### src/rtl/i2s_clock_ws_gen_if.sv
// Control and clock/word-select bundle between the I2S clock generator and its consumers.
// The generator drives sclk/ws/ws_change; the controller drives en, N and frame_size.
interface i2s_clock_ws_gen_if;
  logic       en;
  logic [5:0] N;
  logic       frame_size;
  logic       sclk;
  logic       ws;
  logic       ws_change;

  modport master (
    input  en,
    input  N,
    input  frame_size,
    output sclk,
    output ws,
    output ws_change
  );

  modport slave (
    output en,
    output N,
    output frame_size,
    input  sclk,
    input  ws,
    input  ws_change
  );
endinterface

### src/rtl/i2s_clock_ws_gen.sv
// I2S bit clock divider, word-select generator and channel-boundary strobe.
// Everything runs on wclk; sclk is only an output and never clocks logic here.
module i2s_clock_ws_gen (
  input  logic                  wclk,
  input  logic                  rst_,
  i2s_clock_ws_gen_if.master    bus
);

  logic [5:0] div_cnt;
  logic [5:0] div_lim;
  logic [4:0] bit_cnt;
  logic [4:0] bit_lim;
  logic       sclk_r;
  logic       ws_r;
  logic       ws_q;
  logic       ws_change_r;
  logic       div_wrap;
  logic       rise_stb;
  logic       fall_stb;

  // N of 0 behaves like N of 1, so the compare limit never underflows.
  always_comb begin
    div_lim  = (bus.N == 6'd0) ? 6'd0 : (bus.N - 6'd1);
    bit_lim  = bus.frame_size ? 5'd31 : 5'd15;
    div_wrap = (div_cnt >= div_lim);
    rise_stb = bus.en & div_wrap & ~sclk_r;
    fall_stb = bus.en & div_wrap &  sclk_r;
  end

  // Divider: the forced low while disabled is not a counted fall.
  always_ff @(posedge wclk or negedge rst_) begin
    if (!rst_) begin
      div_cnt <= 6'd0;
      sclk_r  <= 1'b0;
    end else if (!bus.en) begin
      div_cnt <= 6'd0;
      sclk_r  <= 1'b0;
    end else if (div_wrap) begin
      div_cnt <= 6'd0;
      sclk_r  <= ~sclk_r;
    end else begin
      div_cnt <= div_cnt + 6'd1;
    end
  end

  // Word select; >= lets a 32->16 switch past bit 15 close the word at the next fall.
  always_ff @(posedge wclk or negedge rst_) begin
    if (!rst_) begin
      bit_cnt <= 5'd0;
      ws_r    <= 1'b0;
    end else if (fall_stb) begin
      if (bit_cnt >= bit_lim) begin
        bit_cnt <= 5'd0;
        ws_r    <= ~ws_r;
      end else begin
        bit_cnt <= bit_cnt + 5'd1;
      end
    end
  end

  // Boundary strobe spans one full sclk period, rise to rise.
  always_ff @(posedge wclk or negedge rst_) begin
    if (!rst_) begin
      ws_q        <= 1'b0;
      ws_change_r <= 1'b0;
    end else if (!bus.en) begin
      ws_change_r <= 1'b0;
    end else if (rise_stb) begin
      ws_change_r <= (ws_r != ws_q);
      ws_q        <= ws_r;
    end
  end

  assign bus.sclk      = sclk_r;
  assign bus.ws        = ws_r;
  assign bus.ws_change = ws_change_r;

endmodule

### src/flat_wrapper.sv
// flat-port wrapper written by rule: the top's interface ports become plain ports
module i2s_clock_ws_gen_flat 
  (wclk, rst_, bus_en, bus_N, bus_frame_size, bus_sclk, bus_ws, bus_ws_change);
  i2s_clock_ws_gen_if bus_i ();
  input  logic wclk;
  input  logic rst_;
  input wire logic [$bits(bus_i.en)-1:0] bus_en;
  input wire logic [$bits(bus_i.N)-1:0] bus_N;
  input wire logic [$bits(bus_i.frame_size)-1:0] bus_frame_size;
  output wire logic [$bits(bus_i.sclk)-1:0] bus_sclk;
  output wire logic [$bits(bus_i.ws)-1:0] bus_ws;
  output wire logic [$bits(bus_i.ws_change)-1:0] bus_ws_change;
  assign bus_i.en = bus_en;
  assign bus_i.N = bus_N;
  assign bus_i.frame_size = bus_frame_size;
  assign bus_sclk = bus_i.sclk;
  assign bus_ws = bus_i.ws;
  assign bus_ws_change = bus_i.ws_change;
  i2s_clock_ws_gen u_core (.wclk(wclk), .rst_(rst_), .bus(bus_i));
endmodule
### config.mk
export PLATFORM = sky130hd
export DESIGN_NAME = i2s_clock_ws_gen_flat
export DESIGN_NICKNAME = d
export VERILOG_FILES = /design/src/rtl/i2s_clock_ws_gen_if.sv /design/src/rtl/i2s_clock_ws_gen.sv /design/src/flat_wrapper.sv
export SDC_FILE = /design/constraint.sdc
export NUM_CORES = 1
export LEC_CHECK = 0
export BUFFER_PORTS_ARGS = -buffer_cell sky130_fd_sc_hd__buf_2
export CELL_PAD_IN_SITES_DETAIL_PLACEMENT = 0
export CELL_PAD_IN_SITES_GLOBAL_PLACEMENT = 1
export CORE_MARGIN = 2
export CORE_UTILIZATION = 25
export CTS_CLUSTER_DIAMETER = 120
export DETAILED_ROUTE_END_ITERATION = 10
export GPL_TIMING_DRIVEN = 0
export PLACE_DENSITY = 0.57
export SLEW_MARGIN = 0
export SYNTH_ARGS = -nofsm -noshare
export SYNTH_HDL_FRONTEND = slang
export SYNTH_SLANG_ARGS = --single-unit
### constraint.sdc
create_clock -name wclk -period 1.9 [get_ports wclk]
set_input_delay 0.285 -clock wclk [delete_from_list [all_inputs] [get_ports wclk]]
set_output_delay 0.285 -clock wclk [all_outputs]
set_load 0.05 [all_outputs]
==> Word level (Yosys, flattened, before mapping) <==
Cells that the tools add are included.
{ "word_totals": {"regBits": 15, "latchBits": 0, "ramBits": 0, "rom_bits": 0, "inputBits": 10, "out_inout_bits": 3, "elab_cells": 31, "memories": 0} }
{ "classes": {"n_addsub": 3, "mul": 0, "div_mod_pow": 0, "magnitude_cmp": 2, "eq_ne": 3, "shift": 0, "muxes": 9, "bitwise_logic": 5, "reduce_logical": 3} }
{ "op_table": {"columns": ["op", "count"], "rows": [
  ["6-bit 2-to-1 mux", 3],
  ["5-bit 2-to-1 mux", 2],
  ["6-bit by 1-bit adder with 6-bit output, second input constant", 1],
  ["6-bit >= comparator", 1],
  ["6-bit logical NOT", 1],
  ["6-bit by 1-bit subtractor with 6-bit output, second input constant", 1],
  ["5-bit by 1-bit adder with 5-bit output, second input constant", 1],
  ["5-bit >= comparator", 1],
  ["1-bit 2-to-1 mux", 4],
  ["2-bit by 1-bit inequality test with 1-bit output, second input constant", 2],
  ["2-bit AND reduction", 2],
  ["1-bit bitwise AND", 3],
  ["1-bit NOT", 2],
  ["1-bit inequality test", 1]
]} }

==> Longest topological paths before layout <==
Gate-level depths: netlist of run 1.
{ "logic_depth": {"depth_word": 7, "ltp_mapped": 12, "depth_no_buf": 11} }

==> Least setup slack after synthesis of run 1 <==
No wires, ideal clock.
{ "synth_path": {"kind": "input -> register", "from": "in bus_N[0]", "to": "reg u_core.ws_q", "setup_ns": 0.125, "arrival_ns": 2.379, "required_ns": 1.775, "setup_slack_ns": -0.604, "stages": 11, "path_buffers": 0, "cell_sequence": "inv_1 ha_1 nand2_1 or3_1 and2_1 ha_1 nand2b_1 a21oi_1 o221a_2 nor3b_1 mux2_2"} }
{ "synth_between": {"elab_chain_len": 6, "elab_cells_between_ends": 7, "classes_between": "1 x add/sub; 1 x order compare; 1 x mux; 2 x bitwise; 2 x reduce/logical"} }
{ "synth_lines": {"columns": ["element", "line", "source"], "rows": [
  ["from (decl)", "flat_wrapper.sv:8", "input wire logic [$bits(bus_i.N)-1:0] bus_N;"],
  ["6-bit by 1-bit subtractor with 6-bit output / 6-bit logical NOT (equally long branches)", "i2s_clock_ws_gen.sv:23", "div_lim = (bus.N == 6'd0) ? 6'd0 : (bus.N - 6'd1);"],
  ["6-bit 2-to-1 mux (*)", "i2s_clock_ws_gen.sv:23", null],
  ["6-bit >= comparator (*)", "i2s_clock_ws_gen.sv:25", "div_wrap = (div_cnt >= div_lim);"],
  ["1-bit bitwise AND (*) (2 in a row)", "i2s_clock_ws_gen.sv:26", "rise_stb = bus.en & div_wrap & ~sclk_r;"],
  ["2-bit AND reduction (no source line) (*)", null, null],
  ["to (signal assigned)", "i2s_clock_ws_gen.sv:70", "ws_q <= ws_r;"],
  ["to (decl)", "i2s_clock_ws_gen.sv:15", "logic ws_q;"]
]} }
Every way passes the cells marked *; elsewhere a longest branch is shown, timed or not.
A chain may end at the register's enable or synchronous reset.

==> Worst setup path in the final report of run 1 <==
{ "layout_path": {"from": "in bus_N[1]", "to": "reg u_core.ws_q"} }
Same word-level chain as after synthesis.

==> flow_metrics.tcl, run 1 <==
set metrics [dict create \
    root_buffer "clkbuf_8" \
    cellInternalPower_w 0.000581 \
    worst_setup_path_end_kind "flop" \
    cp.arrival_ps 2360 \
    worstMarginPinSlew_ps 643 \
    ys_seq_area_frac 0.381 \
    synth_area_leaders "dfrtp_1, ha_1, nand2_1" \
    die-area_um2 4460 \
    synth_area_per_cell_um2 9.20 \
    synth_top_area_cell "dfrtp_1" \
    drt-initial-drc-count 4 \
    finalSetupViolCount 15 \
    routed_wl_um 2180 \
    critPathMaxFanout 4 \
    critPathLaunchType "input pin" \
    clock_latency_ps 240 \
    vias 830 \
    drt-wirelength-per-cell_um 12.2 \
    drive_gt1_frac 0.397 \
    clkSinkCount 15 \
    grt_first_pass_wirelength_um 3630 \
    syn_to_final_growth_pct 45.9 \
    drv_cap 0 \
    violations "negative setup slack" \
    grt_overflow 0 \
    ys_ff_latch 15 \
    grt_antenna_before_repair 0 \
    synth_edf_count 0 \
    max_freq_mhz 447 \
    combPwrFrac 0.249 \
    clockBufferDepth 2 \
    port_buffers 12 \
    worst_slack_ps -338 \
    coreArea_um2 3720 \
    die-width_um 66.8 \
    fin_nets 152 \
    clkSlewWorstSetupHoldPaths_ps 60 \
    cts_tree "yes" \
    rsz0062_at_grt "yes" \
    outcome "complete, but fails checks" \
    p_switching_w 0.000235 \
    ir_worst_vdd_v 0.000253 \
    synthCells 107 \
    gp_congestion 0.723 \
    p_total_w 0.000816 \
    slew_headroom 0.566 \
    slew_violations 0 \
    initial_utilization 0.265 \
    critPathKind "input pin to flop" \
    dr.pass1.iters 3 \
    power_density_nw_per_um2 568 \
    post_synth_num_cell_types 30 \
    die_h_um 66.8 \
    ant_nets 0 \
    grt_pass1_vias 816 \
    p_seq_frac 0.438 \
    io_pins 13 \
    routed_via_density 4.64 \
    grt_max_degree 16 \
    grt_usage 0.108 \
    finClkSkew_ps 4.48 \
    htreeDepth 1 \
    rows 22 \
    p_clk_frac 0.314 \
    switching_share 0.288 \
    cts_buffers 3 \
    worstPathRequired_ps 2030 \
    synth-main-ff-cell "dfrtp_1" \
    syn_nets 127 \
    synth-async-reset-ratio 1.00 \
    hp-class "input pin to flop" \
    antenna_cells 0 \
    hold_viol 0 \
    p_leak_nw 0.667 \
    drc 0 \
    yosys_warnings 0 \
    synth_area_um2 985 \
    fin_crit_ps 2240 \
    post-route-period-util 1.18 \
    dp_hpwl_um 1530 \
    yosysTopAreaCellShare 0.381 \
    post-route-util 0.387 \
]
-- Yosys cell counts (2+ instances only) --
cell      count
xor2_1        6
inv_1         6
nor3b_1       2
nand2b_1      3
nand4_1       2
ha_1         10
o21ai_0       4
a21oi_1       5
o41ai_1       2
nor3_1        3
nand3_1       4
xnor2_1       3
nor2_1       11
dfrtp_1      15
nand2_1      15
and2_1        2
-- area by class of cell --
class                      instances  area [um^2]
inverter                           6         42.5
tap                               48         60.1
multi-input combinational         85          743
clock buffer                       4         45.0
fill                             372         2280
timing repair buffer              21          170
sequential                        15          375
-- critical path: stages --
cell and delay (ps):
buf_12 110, inv_12 40, ha_4 140, nand2_4 50, or3_4 390, and2_4 160
ha_4 240, nand2b_4 120, a21oi_4 50, o221a_4 290, nor3b_4 180, mux2_4 310
-- layout by cell type, fill, tap and decap left out, types with 3 or more instances in the layout --
master and instances:
dfrtp_1 15, nand2_1 11, buf_2 10, ha_1 7, nor2_1 6, xor2_1 6, a21oi_1 4, nand3_1 4
inv_1 4, buf_4 4, buf_6 4, nor3_1 3, nor2_2 3, xnor2_1 3, ha_4 3, clkbuf_8 3
-- sequential cells by signal, summed over array words and instances, names as in the netlist --
name,count
u_core.bus.ws_change,1
u_core.div_cnt,6
u_core.bit_cnt,5
u_core.ws_q,1
u_core.bus.ws,1
u_core.bus.sclk,1
-- cell families after synthesis --
| group | count (synthesis) | share of synthesized area |
|---|---|---|
| AO/OA/AOI/OAI | 19 | 0.133 |
| XOR/XNOR | 9 | 0.0801 |
| adder cells (fa/ha/maj) | 10 | 0.127 |
| buffers and inverters | 7 | 0.0343 |
| flip-flops | 15 | 0.381 |
| multiplexers | 2 | 0.0216 |
| AND/OR/NAND/NOR | 45 | 0.222 |
-- power groups by stage --
stage	Clock, W	Sequential [W]	Combinational [W]
floorplan	0	0.000373	0.000102
global placement	0	0.000361	0.000161
detailed placement	0	0.000362	0.000164
CTS	0.000264	0.000356	0.000190
global route	0.000280	0.000360	0.000226
finish	0.000256	0.000357	0.000203
-- layer usage --
layer / up-vias / wire [um] / part of all wire / global-route usage
li1: 424 / - / - / -
met3: 4 / 54 / 0.025 / 0.0169
met4: 0 / 36 / 0.017 / 0.0536
met2: 10 / 1120 / 0.51 / 0.179
met5: - / 0 / 0 / 0
met1: 392 / 970 / 0.44 / 0.134
-- worst paths after layout --
path / slack (ps) / cells past startpoint / start / endpoint
worst max-delay path: -340 / 12 / bus_N[1] / u_core.ws_q
worst min-delay path: 370 / 3 / bus_en / u_core.div_cnt[0]
worst max register to register: 30 / 7 / u_core.div_cnt[0] / u_core.ws_q
worst min register to register: 530 / 1 / u_core.div_cnt[0] / u_core.div_cnt[0]
max in group asynchronous: 1160 / 2 / rst_ / u_core.bit_cnt[1]
min in group asynchronous: 480 / 2 / rst_ / u_core.bit_cnt[4]
-- metrics by stage --
stage / instances / setup TNS (ps) / worst slack [ps] / area, um^2 / hold slack, ps
6_report: 179 / -3010 / -338 / 1440 / 370
5_1_grt: 179 / -4560 / -420 / 1440 / 375
4_1_cts: 179 / -3700 / -347 / 1380 / 353
3_5_place_dp: 167 / -7750 / -708 / 1220 / 219
3_3_place_gp: 167 / -7530 / -703 / 1220 / 215
2_1_floorplan: 107 / -2970 / -420 / 1100 / -10.6
-- timing repair --
action / CTS / global route
hold buffers: 1 / 0
cloned: 0 / 0
setup endpoints to repair: 15 / 15
gates resized for setup: 13 / 15
setup buffers: 7 / 2
endpoints found under the hold margin: 15 / 0
pin swaps: 7 / 10
(Power assumes the default switching activity.)
==> run 2: changes to the inputs <==
--- a/config.mk
+++ b/config.mk
@@ -9,11 +9,11 @@
 export CELL_PAD_IN_SITES_DETAIL_PLACEMENT = 0
 export CELL_PAD_IN_SITES_GLOBAL_PLACEMENT = 1
 export CORE_MARGIN = 2
-export CORE_UTILIZATION = 25
+export CORE_UTILIZATION = 35
 export CTS_CLUSTER_DIAMETER = 120
 export DETAILED_ROUTE_END_ITERATION = 10
 export GPL_TIMING_DRIVEN = 0
-export PLACE_DENSITY = 0.57
+export PLACE_DENSITY = 0.73
 export SLEW_MARGIN = 0
 export SYNTH_ARGS = -nofsm -noshare
 export SYNTH_HDL_FRONTEND = slang
==> flow_metrics.tcl, run 2 (synthesis results as in run 1) <==
set metrics [dict create \
    drt-initial-drc-count 14 \
    coreArea_um2 2710 \
    post-route-util 0.556 \
    worst_slack_ps -244 \
    grt_first_pass_wirelength_um 3610 \
    ir_worst_vdd_v 0.000352 \
    reg_top3 "u_core.div_cnt (6), u_core.bit_cnt (5)" \
    cts_buffers 3 \
    cts_tree "yes" \
    clkSinkCount 15 \
    gp_congestion 0.831 \
    hold_viol 0 \
    worstReg2RegStart "u_core.div_cnt[5]" \
    multi_input_area_um2 785 \
    grt_max_degree 16 \
    power_density_nw_per_um2 503 \
    drive_gt1_frac 0.489 \
    root_buffer "clkbuf_4" \
    violations "negative setup slack" \
    critPathMaxFanout 4 \
    die_h_um 57.0 \
    clkSlewWorstSetupHoldPaths_ps 90 \
    worstPathRequired_ps 2080 \
    max_freq_mhz 466 \
    antenna_cells 0 \
    worstMarginPinSlew_ps 652 \
    fin_crit_ps 2140 \
    worst_setup_path_end_kind "flop" \
    grt_antenna_before_repair 0 \
    final_common_cell "dfrtp_1" \
    routed_wl_um 2170 \
    grt_usage 0.144 \
    largest_register_ffs 6 \
    die-area_um2 3250 \
    largest-register "u_core.div_cnt" \
    slew_headroom 0.559 \
    slew_violations 0 \
    clockBufferDepth 2 \
    io_pins 13 \
    finClkSkew_ps 4.43 \
    die-width_um 57.0 \
    seqCellArea_um2 375 \
    rsz0062_at_grt "yes" \
    clock_latency_ps 280 \
    ff2ff_setup_slack_ps -10 \
    hold_path_startpoint "bus_en" \
    fill_cells 256 \
    htreeDepth 1 \
    holdPathStages 2 \
    grt_pass1_vias 827 \
    outcome "complete, but fails checks" \
    initial_utilization 0.363 \
    dp_hpwl_um 1460 \
    crit_family "simple AND/OR/NAND/NOR gates" \
    syn_to_final_growth_pct 53.0 \
    reg2reg_to "u_core.ws_q" \
    drv_cap 0 \
    p_total_w 0.000758 \
    dr.pass1.iters 4 \
    ant_nets 0 \
    cp.buffers_inverters 1 \
    port_buffers 12 \
    drc 0 \
    finalSetupViolCount 14 \
    critPathKind "input pin to flop" \
    routed_via_density 5.19 \
    vias 872 \
    critPathLaunchType "input pin" \
    p_leak_nw 0.726 \
    final_cell_mix "dfrtp_1, nand2_1, buf_4" \
    worstPathCellList "buf_4 > nor2_4 > nand2_4 > or3_4 > and2_4 > ha_4 > nand2b_4 > a21oi_4 > o221a_4 > nor3b_2 > mux2_4" \
    cp.arrival_ps 2320 \
    max_stage_delay_ps 340 \
    hp-class "input pin to flop" \
    fin_nets 158 \
    drt-wirelength-per-cell_um 12.9 \
    post-place-ws_ps -704 \
    worst_path_max_delay_cell "or3_4" \
    holdPathEnd "u_core.bus.ws_change" \
    reg2reg_depth 5 \
    rows 19 \
    post-route-period-util 1.13 \
    grt_overflow 0 \
]
## run 2: cell types whose count changed in the layout (fill, tap and decap cells not counted), sizes merged
cell    delta
inv        -1
buf        +6
clkinv     +1
## run 2: timing repair
action                                  4_1_cts  5_1_grt
hold buffers                                  1        0
setup buffers                                 9        3
endpoints found under the setup margin       15       15
pin swaps                                    11       11
hold endpoints to repair                     15        0
gates cloned                                  1        0
resized for setup                            18       17
## run 2: layout make-up
type,instances,area share
clock buffer,4,0.0174
buffer,1,0.00997
sequential,15,0.249
inverter,6,0.0316
timing repair buffer,26,0.145
multi-input combinational,85,0.521
tap,31,0.0257
## run 2: worst max-delay path by stage
stage / start / to / slack (ps) / cells after the start
5_1_grt: bus_N[2] / u_core.ws_q / -280 / 11
6_report: bus_N[2] / u_core.ws_q / -240 / 11
3_5_place_dp: bus_N[1] / u_core.ws_q / -700 / 12
2_1_floorplan: bus_N[1] / u_core.ws_q / -420 / 11
3_3_place_gp: bus_N[1] / u_core.ws_q / -690 / 12
4_1_cts: bus_N[0] / u_core.ws_q / -250 / 12
## run 2: where the power goes
part | internal (W) | switching [W]
Clock | 0.0000816 | 0.000100
Sequential | 0.000336 | 0.0000210
Combinational | 0.000105 | 0.000114
## run 2: metrics by stage
stage | cell area [um^2] | std cells | TNS, ps | hold WS [ps]
finish | 1510 | 168 | -2150 | 309
global route | 1510 | 168 | -2810 | 298
CTS | 1410 | 165 | -1500 | 297
detailed placement | 1200 | 150 | -7680 | 218
global placement | 1200 | 150 | -7390 | 216
floorplan | 1100 | 107 | -2970 | -10.6
## run 2: per-layer routing
layer,track usage,wire (um)
met5,0,0
met4,0.0797,47
met3,0.0295,101
met2,0.213,997
met1,0.197,1030
==> run 3: changes to the inputs <==
--- a/config.mk
+++ b/config.mk
@@ -9,11 +9,11 @@
 export CELL_PAD_IN_SITES_DETAIL_PLACEMENT = 0
 export CELL_PAD_IN_SITES_GLOBAL_PLACEMENT = 1
 export CORE_MARGIN = 2
-export CORE_UTILIZATION = 35
+export CORE_UTILIZATION = 38
 export CTS_CLUSTER_DIAMETER = 120
 export DETAILED_ROUTE_END_ITERATION = 10
 export GPL_TIMING_DRIVEN = 0
-export PLACE_DENSITY = 0.73
+export PLACE_DENSITY = 0.78
 export SLEW_MARGIN = 0
 export SYNTH_ARGS = -nofsm -noshare
 export SYNTH_HDL_FRONTEND = slang
==> flow_metrics.tcl, run 3 (synthesis results as in run 1) <==
set metrics [dict create \
    clkSlewWorstSetupHoldPaths_ps 90 \
    die-area_um2 3010 \
    drt-wirelength-per-cell_um 14.4 \
    clock_latency_ps 280 \
    drt-initial-drc-count 11 \
    dp_hpwl_um 1530 \
    grt_usage 0.176 \
    hold_viol 0 \
    outcome "complete, but fails checks" \
    worst_slack_ps -272 \
    rows 18 \
    grt_first_pass_wirelength_um 3760 \
    hold_path_startpoint "bus_en" \
    syn_to_final_growth_pct 52.2 \
    clockBufferDepth 2 \
    finClkSkew_ps 3.96 \
    finalSetupViolCount 15 \
    dp_cells 149 \
    place_area_um2 1200 \
    ant_nets 0 \
    cts_buffers 3 \
    worstMarginPinSlew_ps 664 \
    drc 0 \
    worst_setup_path_end_kind "flop" \
    largest-register "u_core.div_cnt" \
    final_area_um2 1500 \
    root_buffer "clkbuf_4" \
    ff2ff_setup_slack_ps -20 \
    drive_gt1_frac 0.493 \
    initial_utilization 0.397 \
    fin_crit_ps 2170 \
    critPathLaunchType "input pin" \
    rsz0062_at_grt "yes" \
    violations "negative setup slack" \
    worstPathRequired_ps 2080 \
    ir_worst_vdd_v 0.000518 \
    fin_nets 155 \
    routed_wl_um 2360 \
    dr.pass1.iters 4 \
    worstPathCellList "buf_8 > inv_8 > ha_4 > nand2_4 > or3_4 > and2_4 > ha_4 > nand2b_4 > a21oi_4 > o221a_4 > nor3b_2 > mux2_4" \
    final.setup.tns_ps -2150 \
    antenna_cells 0 \
    p_leak_nw 0.707 \
    drv_cap 0 \
    critPathKind "input pin to flop" \
    grt_antenna_before_repair 0 \
    io_pins 13 \
    reg_top3 "u_core.div_cnt (6), u_core.bit_cnt (5)" \
    max_freq_mhz 460 \
    holdPathEnd "u_core.div_cnt[0]" \
    reg2reg_depth 5 \
    final_common_cell "dfrtp_1" \
    hp-class "input pin to flop" \
    clkSinkCount 15 \
    vias 868 \
    slew_violations 0 \
    post-route-period-util 1.14 \
    reg2reg_to "u_core.ws_q" \
    coreArea_um2 2480 \
    max_stage_delay_ps 340 \
    gp_congestion 0.770 \
    routed_via_density 5.29 \
    power_density_nw_per_um2 512 \
    worst_path_most_repeated_cell "ha_4" \
    critPathMaxFanout 3 \
    port_buffers 12 \
    final_cell_mix "dfrtp_1, nand2_1, buf_2" \
    cts_tree "yes" \
    die-width_um 54.9 \
    stdcell_count 164 \
    grt_max_degree 16 \
    grt_overflow 0 \
    cp.arrival_ps 2350 \
    grt_pass1_vias 883 \
    holdPathStages 3 \
    die_h_um 54.9 \
    worst_path_max_delay_cell "or3_4" \
    htreeDepth 1 \
    slew_headroom 0.551 \
    largest_register_ffs 6 \
    worstReg2RegStart "u_core.div_cnt[4]" \
]
run 3: area by class of cell:
cell class,instances,area (um^2)
well taps,30,37.5
clock inverters,1,5.00
plain buffers,1,15.0
repair buffers,23,205
multi-input cells,85,796
flip-flops and latches,15,375
inverters,6,42.5
clock buffers,3,22.5
fillers,211,978
run 3: worst max-delay path: cells and delay by family:
family / cells / cell delay [ps]
simple gates: 5 / 870
fa+ha+maj: 2 / 390
compound gates: 2 / 340
mux: 1 / 320
buf+inv: 2 / 150
run 3: worst max-delay path by stage:
stage	from	cells past startpoint	endpoint	slack [ps]
final	bus_N[0]	12	u_core.ws_q	-270
after global routing	bus_N[0]	13	u_core.bit_cnt[4]	-300
after CTS	bus_N[0]	12	u_core.ws_q	-270
after detailed placement	bus_N[1]	12	u_core.ws_q	-730
after global placement	bus_N[1]	12	u_core.ws_q	-700
after floorplan	bus_N[1]	11	u_core.ws_q	-420
run 3: what timing repair did:
action	4_1_cts	5_1_grt
pin swaps	11	13
gates cloned	1	0
resized for setup	19	19
setup endpoints to repair	15	15
hold buffers	1	0
endpoints found under the hold margin	15	0
buffers inserted	7	2
run 3: where the power goes:
| group | leakage [nW] | switching [W] | total [W] | internal (W) |
|---|---|---|---|---|
| Sequential | 0.202 | 0.0000217 | 0.000358 | 0.000336 |
| Clock | 0.0177 | 0.000106 | 0.000184 | 0.0000782 |
| Combinational | 0.488 | 0.000117 | 0.000226 | 0.000109 |
| Total | 0.707 | 0.000245 | 0.000768 | 0.000523 |
run 3: layer usage:
metal,part of all wire,wire [um],GRT usage
met5,0,0,0
met4,0.014,34,0.0610
met3,0.036,85,0.0242
met2,0.50,1180,0.331
met1,0.45,1060,0.200
run 3: stage by stage:
step	setup WS, ps	hold WS [ps]	utilization	total power (W)
after detailed placement	-727	210	0.484	0.000527
after global routing	-297	325	0.605	0.000806
final	-272	319	0.605	0.000768
after floorplan	-420	-10.6	-	0.000475
after global placement	-697	212	0.484	0.000521
after CTS	-271	308	0.565	0.000752
